$ cat src/rtl/uart_rx_pkg.sv
// Shared definitions for the serial receiver and its helpers.
//   state_t        : receiver FSM state encoding (3 bits)
//   CNT_W          : width of the baud down-counter
//   DIVISOR_115200 : core clocks per bit at 115200 baud from 12 MHz
//   DIVISOR_9600   : core clocks per bit at 9600 baud from 12 MHz
package uart_rx_pkg;

  localparam int CNT_W          = 16;
  localparam int DIVISOR_115200 = 104;
  localparam int DIVISOR_9600   = 1250;

  typedef enum logic [2:0] {
    IDLE      = 3'd0,
    START     = 3'd1,
    DATA      = 3'd2,
    STOP      = 3'd3,
    WAIT_IDLE = 3'd4
  } state_t;

endpackage

$ cat src/rtl/uart_rx_sync.sv
// Two-flop synchroniser for an asynchronous, idle-high input pin.
//   clk      : destination clock
//   reset    : synchronous, active-high; both flops reset to 1 (idle level)
//   async_in : asynchronous input
//   sync_out : synchronised copy, two clocks behind async_in
module uart_rx_sync (
  input  logic clk,
  input  logic reset,
  input  logic async_in,
  output logic sync_out
);

  logic s1_reg;
  logic s2_reg;

  always_ff @(posedge clk) begin
    if (reset) begin
      s1_reg <= 1'b1;
      s2_reg <= 1'b1;
    end else begin
      s1_reg <= async_in;
      s2_reg <= s1_reg;
    end
  end

  assign sync_out = s2_reg;

endmodule

$ cat src/rtl/uart_rx.sv
// 8N1 UART receiver with a one-deep holding register.
//   clk         : core clock
//   reset       : synchronous, active-high
//   serial_rx   : asynchronous line, idle high
//   data        : received byte, stable while valid=1
//   valid       : data holds an unread byte
//   ready       : consumer takes the byte this cycle when valid=1
//   framing_err : one-cycle pulse, stop bit sampled low
//   overrun     : one-cycle pulse, byte finished while holding register full
//   busy        : receiver is in any state other than IDLE
module uart_rx
  import uart_rx_pkg::*;
#(
  parameter int unsigned DIVISOR = DIVISOR_115200
) (
  input  logic       clk,
  input  logic       reset,
  input  logic       serial_rx,
  output logic [7:0] data,
  output logic       valid,
  input  logic       ready,
  output logic       framing_err,
  output logic       overrun,
  output logic       busy
);

  localparam int unsigned HALF = DIVISOR / 2;
  // Loads are one less than the interval because the tick is the zero count.
  localparam logic [CNT_W-1:0] HALF_LOAD = CNT_W'(HALF - 1);
  localparam logic [CNT_W-1:0] BIT_LOAD  = CNT_W'(DIVISOR - 1);

  logic rx_s;

  uart_rx_sync u_sync (
    .clk      (clk),
    .reset    (reset),
    .async_in (serial_rx),
    .sync_out (rx_s)
  );

  state_t           state_reg,       state_next;
  logic [CNT_W-1:0] cnt_reg,         cnt_next;
  logic [2:0]       bit_idx_reg,     bit_idx_next;
  logic [7:0]       shift_reg,       shift_next;
  logic [7:0]       data_reg,        data_next;
  logic             valid_reg,       valid_next;
  logic             framing_err_reg, framing_err_next;
  logic             overrun_reg,     overrun_next;
  logic             tick;

  assign tick = (cnt_reg == '0);

  always_ff @(posedge clk) begin
    if (reset) begin
      state_reg       <= IDLE;
      cnt_reg         <= '0;
      bit_idx_reg     <= '0;
      shift_reg       <= '0;
      data_reg        <= '0;
      valid_reg       <= 1'b0;
      framing_err_reg <= 1'b0;
      overrun_reg     <= 1'b0;
    end else begin
      state_reg       <= state_next;
      cnt_reg         <= cnt_next;
      bit_idx_reg     <= bit_idx_next;
      shift_reg       <= shift_next;
      data_reg        <= data_next;
      valid_reg       <= valid_next;
      framing_err_reg <= framing_err_next;
      overrun_reg     <= overrun_next;
    end
  end

  always_comb begin
    state_next       = state_reg;
    cnt_next         = cnt_reg;
    bit_idx_next     = bit_idx_reg;
    shift_next       = shift_reg;
    data_next        = data_reg;
    valid_next       = valid_reg;
    framing_err_next = 1'b0;
    overrun_next     = 1'b0;

    // Consumer handshake; a delivery below in the same cycle overrides it.
    if (valid_reg && ready) begin
      valid_next = 1'b0;
    end

    unique case (state_reg)
      IDLE: begin
        if (!rx_s) begin
          cnt_next   = HALF_LOAD;
          state_next = START;
        end
      end

      START: begin
        if (tick) begin
          if (!rx_s) begin
            cnt_next     = BIT_LOAD;
            bit_idx_next = '0;
            state_next   = DATA;
          end else begin
            // Line went back high before mid-bit: glitch, not a frame.
            state_next = IDLE;
          end
        end else begin
          cnt_next = cnt_reg - 1'b1;
        end
      end

      DATA: begin
        if (tick) begin
          shift_next = {rx_s, shift_reg[7:1]};
          cnt_next   = BIT_LOAD;
          if (bit_idx_reg == 3'd7) begin
            state_next = STOP;
          end else begin
            bit_idx_next = bit_idx_reg + 3'd1;
          end
        end else begin
          cnt_next = cnt_reg - 1'b1;
        end
      end

      STOP: begin
        if (tick) begin
          cnt_next = BIT_LOAD;
          if (rx_s) begin
            // A byte being read this cycle frees the register for the new one.
            if (!valid_reg || ready) begin
              data_next  = shift_reg;
              valid_next = 1'b1;
            end else begin
              overrun_next = 1'b1;
            end
            // Leaving at mid stop bit leaves half a bit to catch the next start.
            state_next = IDLE;
          end else begin
            framing_err_next = 1'b1;
            state_next       = WAIT_IDLE;
          end
        end else begin
          cnt_next = cnt_reg - 1'b1;
        end
      end

      WAIT_IDLE: begin
        // Hold off until the line returns high so a break cannot retrigger.
        if (rx_s) begin
          state_next = IDLE;
        end
      end

      default: begin
        state_next = IDLE;
      end
    endcase
  end

  assign data        = data_reg;
  assign valid       = valid_reg;
  assign framing_err = framing_err_reg;
  assign overrun     = overrun_reg;
  assign busy        = (state_reg != IDLE);

endmodule

$ cat config.mk
export PLATFORM = sky130hd
export DESIGN_NAME = uart_rx
export DESIGN_NICKNAME = d
export VERILOG_FILES = /design/src/rtl/uart_rx_pkg.sv /design/src/rtl/uart_rx_sync.sv /design/src/rtl/uart_rx.sv
export SDC_FILE = /design/constraint.sdc
export NUM_CORES = 1
export LEC_CHECK = 0
export ABC_AREA = 1
export CORE_ASPECT_RATIO = 0.5
export CORE_UTILIZATION = 45
export DETAILED_ROUTE_END_ITERATION = 16
export SYNTH_ARGS = -nofsm -noshare
export SYNTH_HDL_FRONTEND = slang
export SYNTH_SLANG_ARGS = --single-unit
$ cat constraint.sdc
create_clock -name clk -period 5 [get_ports clk]
set_clock_uncertainty 0.05 [all_clocks]
set_input_delay 0.5 -clock clk [delete_from_list [all_inputs] [get_ports clk]]
set_output_delay 0.5 -clock clk [all_outputs]
set_load 0.02 [all_outputs]
# After elaboration in Yosys (flattened, before gate mapping)
# Index checks and enable logic that the tools add are counted.
# W data, S select, Z words.
[op_classes] addsub=2 n_eq_ne=14 n_mux=26 n_bitwise=3 n_reduce_logical=16
[op_table] operator="$mux W16" n=4
[op_table] operator="$pmux W16 S3" n=1
[op_table] operator="$mux W3" n=11
[op_table] operator="$logic_not A16 Y1" n=1
[op_table] operator="$sub A16 B1 Y16 const B" n=1
[op_table] operator="$pmux W3 S5" n=1
[op_table] operator="$ne A2 B2 Y1 const B" n=7
[op_table] operator="$mux W1" n=7
[op_table] operator="$eq A3 B2 Y1 const B" n=2
[op_table] operator="$eq A3 B3 Y1 const B" n=2
[op_table] operator="$pmux W3 S2" n=1
[op_table] operator="$reduce_and A6 Y1" n=1
[op_table] operator="$reduce_bool A3 Y1" n=2
[op_table] operator="$reduce_and A5 Y1" n=1
[op_table] operator="$reduce_and A4 Y1" n=1
[op_table] operator="$reduce_or A4 Y1" n=1
[op_table] operator="$add A3 B1 Y3 const B" n=1
[op_table] operator="$eq A3 B1 Y1 const B" n=1
[op_table] operator="$logic_not A3 Y1" n=1
[op_table] operator="$ne A3 B3 Y1 const B" n=1
[op_table] operator="$not A1 Y1" n=3
[op_table] operator="$reduce_and A3 Y1" n=1
[op_table] operator="$reduce_or A3 Y1" n=1
[op_table] operator="$mux W2" n=1
[op_table] operator="7 further kinds" n=7
[word_totals] reg_bits=43 out_inout_bits=12 elab_cells=71

# Logic depth before layout (Yosys ltp)
[logic_depth] word_depth=6 mapped_depth=11 depth_no_buf=10

# Cells and area by module
# Synthesis repeated with hierarchy kept, for this count alone.
[unflattened] cells_unflattened=333 area_unflattened_um2=2192.1
[modules_own_cells] mod="uart_rx" n_inst=1 cells_per_inst=326 area_per_inst_um2=2133.3 seq_area_each_um2=820.8
[modules_own_cells] mod="uart_rx_sync" n_inst=1 cells_per_inst=7 area_per_inst_um2=58.8 seq_area_each_um2=40.0

# Worst setup path before layout
# OpenSTA, ideal clock, no wires.
[synth_timing] path_kind="flip-flop to flip-flop" from="reg cnt_reg[0]" to="reg shift_reg[7]" setup_ns=0.132 arrival_ns=1.422 t_required_ns=4.818 path_slack_ns=3.395 path_stages_with_launch=10 cell_sequence="dfxtp_1 > inv_1 > ha_1 > nand2_1 > nor2_2 > nand2_2 > nor2_4 > inv_2 > nand2_1 > a21oi_1"
[synth_via] elab_chain_len=2
[synth_lines] element="start, declared" line_no="uart_rx.sv:42" source="logic [CNT_W-1:0] cnt_reg, cnt_next;"
[synth_lines] element="start signal, assigned" line_no="uart_rx.sv:65" source="cnt_reg <= cnt_next;"
[synth_lines] element="$logic_not A16 Y1" line_no="uart_rx.sv:51" source="assign tick = (cnt_reg == '0);"
[synth_lines] element="$reduce_and A2 Y1 (no source line)"
[synth_lines] element="end signal, assigned" line_no="uart_rx.sv:67" source="shift_reg <= shift_next;"
[synth_lines] element="end, declared" line_no="uart_rx.sv:44" source="logic [7:0] shift_reg, shift_next;"
# No other way between the ends.
# A chain may end at the register's enable or synchronous reset.

# Final worst setup path
[layout_timing] from="reg state_reg[0]" to="out busy"
[layout_via] elab_chain_len=1
[layout_lines] element="start, declared" line_no="uart_rx.sv:41" source="state_t state_reg, state_next;"
[layout_lines] element="start signal, assigned" line_no="uart_rx.sv:64" source="state_reg <= state_next;"
[layout_lines] element="$reduce_bool A3 Y1" line_no="uart_rx.sv:166" source="assign busy = (state_reg != IDLE);"
[layout_lines] element="end, declared" line_no="uart_rx.sv:24" source="output logic busy"
# No other way between the ends.

==> metrics.yaml <==
timing:
  final-hold-violation-count: 0
  setup-tns-final_ns: 0
  relSlewSlack_pct: 35.7
  rsz0062_at_grt: "no"
  setup_viol: 0
  clock.fmax_mhz: 476
  tightest_slew_ns: 0.961
  fin_crit_ns: 2.10
  drv_slew: 0
  timing.final.crit_share_pct: 42.0
cts:
  post-cts-setup-buffers: 0
  clk_pin_slew_ns: 0.08
  htreeDepth: 2
  clk_path_buf_depth: 2
  worstSkewPairLatency_ns: 0.29
  cts_sinks: 43
  cts-root-buf: "clkbuf_8"
  cts_resized: 0
  cts_tree: "built"
  cts_buffers: 5
  holdBufCountCts: 0
layout:
  area_growth_pct: 12.9
  largest_register_ffs: 16
  diodes: 0
  nets: 353
  mostFrequentLayoutCells: "nand2_1 (95), nor2_1 (56), dfxtp_1 (43), inv_1 (34), a21oi_1 (25)"
  final_util_pct: 54.5
  final_common_cell: "nand2_1"
  drive_gt1_share_pct: 8.93
floorplan:
  start_util_pct: 48.3
  num_rows: 17
  dieHeight_um: 51.4
  coreArea_mm2: 0.00455
  die_area_mm2: 0.00519
  ioPinCount: 16
  die_x_um: 101
synth:
  synth_nets: 339
  synthXorXnorAreaFrac_pct: 0.398
  synth_edf_count: 0
  ys_seq_area_share_pct: 39.2
  synth_top_family_by_area: "simple AND/OR/NAND/NOR gates"
  synthArstFlopShare_pct: 0
  ys.flop_type: "dfxtp_1"
  syn_avg_cell_area_um2: 6.62
  synth.distinct_cells: 28
  syn_area_mm2: 0.00220
  synth_seq_cells: 43
  syn_inst: 332
  yosysWarnings: 0
  synth-simple-area-share_pct: 41.8
  muxShareOfSynthArea_pct: 0
  synth_compound_area_share_pct: 7.85
  synth-adder-area-share_pct: 1.71
run_status:
  status: "completed"
detailed_routing:
  wl_met2_um: 1990
  dr.first_iter.drc_count: 80
  wl_met1_um: 2290
  route.detailed.drc: 0
  vias: 2016
  routedWlPerCell_um: 10.8
  routed.top_layer: "met4"
  firstDrtPassIters: 4
  wl_um: 4460
  wl_met3_um: 173
  via_per_inst: 4.88
  detail-route-antenna-nets: 0
setup_path:
  worst_setup_path_start_kind: "flip-flop"
  required_ns: 4.45
  path_max_fanout: 6
  r2r_slack_ns: 2.93
  path_delay_family: "buffers and inverters"
  crit_arrival_ns: 1.55
  critPathSlowestCell: "clkdlybuf4s50_1"
  cp-startpoint: "state_reg[0]"
  crit_type: "reg2out"
  rr_startpoint: "state_reg[0]"
  crit_buf_inv: 1
  r2r-end: "state_reg[0]"
  worst-r2r-cell-count: 6
  path_depth: 3
  path_cells: "nor2_1 -> nand2_1 -> clkdlybuf4s50_1"
  crit_end: "busy"
  worst_path_largest_cell_delay_ns: 0.55
  end_kind: "output port"
global_routing:
  grt-ovfl-total: 0
  track_usage_pct: 19.7
  first_global_vias: 1780
  antenna_found_initial: 0
  grt_max_degree: 31
  grt_pass1_wl_um: 7790
job:
  max_cap_violations: 0
placed_design:
  routabilityCongestion: 0.793
  portBuffers: 15
  place_hpwl_um: 3170
power_and_ir_drop:
  leakage_nw: 1.11
  p_per_area_mw_per_mm2: 474
  vdd_drop_max_v: 0.000178
worst_hold_path:
  whs_path_depth: 1
  worstHoldPathType: "reg2reg"
-- kinds of logic after synthesis --
logic type,Yosys count
AND/OR/NAND/NOR,204
XOR/XNOR,1
flip-flops,43
buffers and inverters,47
AO/OA/AOI/OAI,34
adder cells (fa/ha/maj),3
-- worst min-delay path by stage --
stage	from	slack, ns	endpoint
after global placement	u_sync.s1_reg	0.35	u_sync.sync_out
after global routing	u_sync.s1_reg	0.37	u_sync.sync_out
after floorplan	u_sync.s1_reg	0.34	u_sync.sync_out
after CTS	u_sync.s1_reg	0.37	u_sync.sync_out
final	u_sync.s1_reg	0.37	u_sync.sync_out
after detailed placement	u_sync.s1_reg	0.35	u_sync.sync_out
-- worst register-to-register path, stage by stage (launching register included) --
cell and delay [ns]:
dfxtp_1 0.44, nor2_1 0.12, nor2_1 0.74, nand2_1 0.33
nand2_1 0.16, nand2_1 0.06, a21oi_1 0.11
-- power by group --
| group | switching (mW) | internal [mW] |
|---|---|---|
| sequential | 0.0380 | 0.375 |
| combinational | 0.362 | 0.168 |
| clock | 0.120 | 0.113 |
| total | 0.521 | 0.657 |
-- metrics by stage --
step	hold WS [ns]	std cells	power [mW]	cell area, um^2	setup slack (ns)
6_report	0.371	413	1.18	2480	2.90
4_1_cts	0.371	413	1.19	2480	2.89
3_3_place_gp	0.346	405	0.942	2380	2.95
3_5_place_dp	0.350	405	0.947	2380	2.93
2_1_floorplan	0.339	332	0.852	2200	3.40
5_1_grt	0.375	413	1.29	2480	2.72
-- area by class of cell --
class                   count  area, um^2
repair buffers             16         158
well taps                  66        82.6
inverters                  38         144
flip-flops and latches     43         861
clock inverters             2        16.3
fillers                   458        2070
clock buffers               6        82.6
multi-input cells         242        1140
-- Yosys cell counts (3+ instances only) --
master / count / share of area (%)
o21ai_0: 8 / 1.8
inv_1: 34 / 5.8
nor2_2: 3 / 0.85
a21oi_1: 25 / 5.7
nor2_1: 56 / 9.6
nand3_1: 20 / 4.6
or2_2: 4 / 1.1
nor2_4: 3 / 1.5
nand4_1: 11 / 3.1
inv_2: 3 / 0.51
clkbuf_1: 4 / 0.68
nand2_2: 4 / 1.1
ha_1: 3 / 1.7
nand2_1: 95 / 16
dfxtp_1: 43 / 39
-- layer usage --
layer	vias to the layer above	global-route usage, %
li1	1072	-
met3	2	6.57
met5	-	0
met2	28	32.3
met4	0	4.59
met1	914	25.2
(Power assumes the default switching activity.)
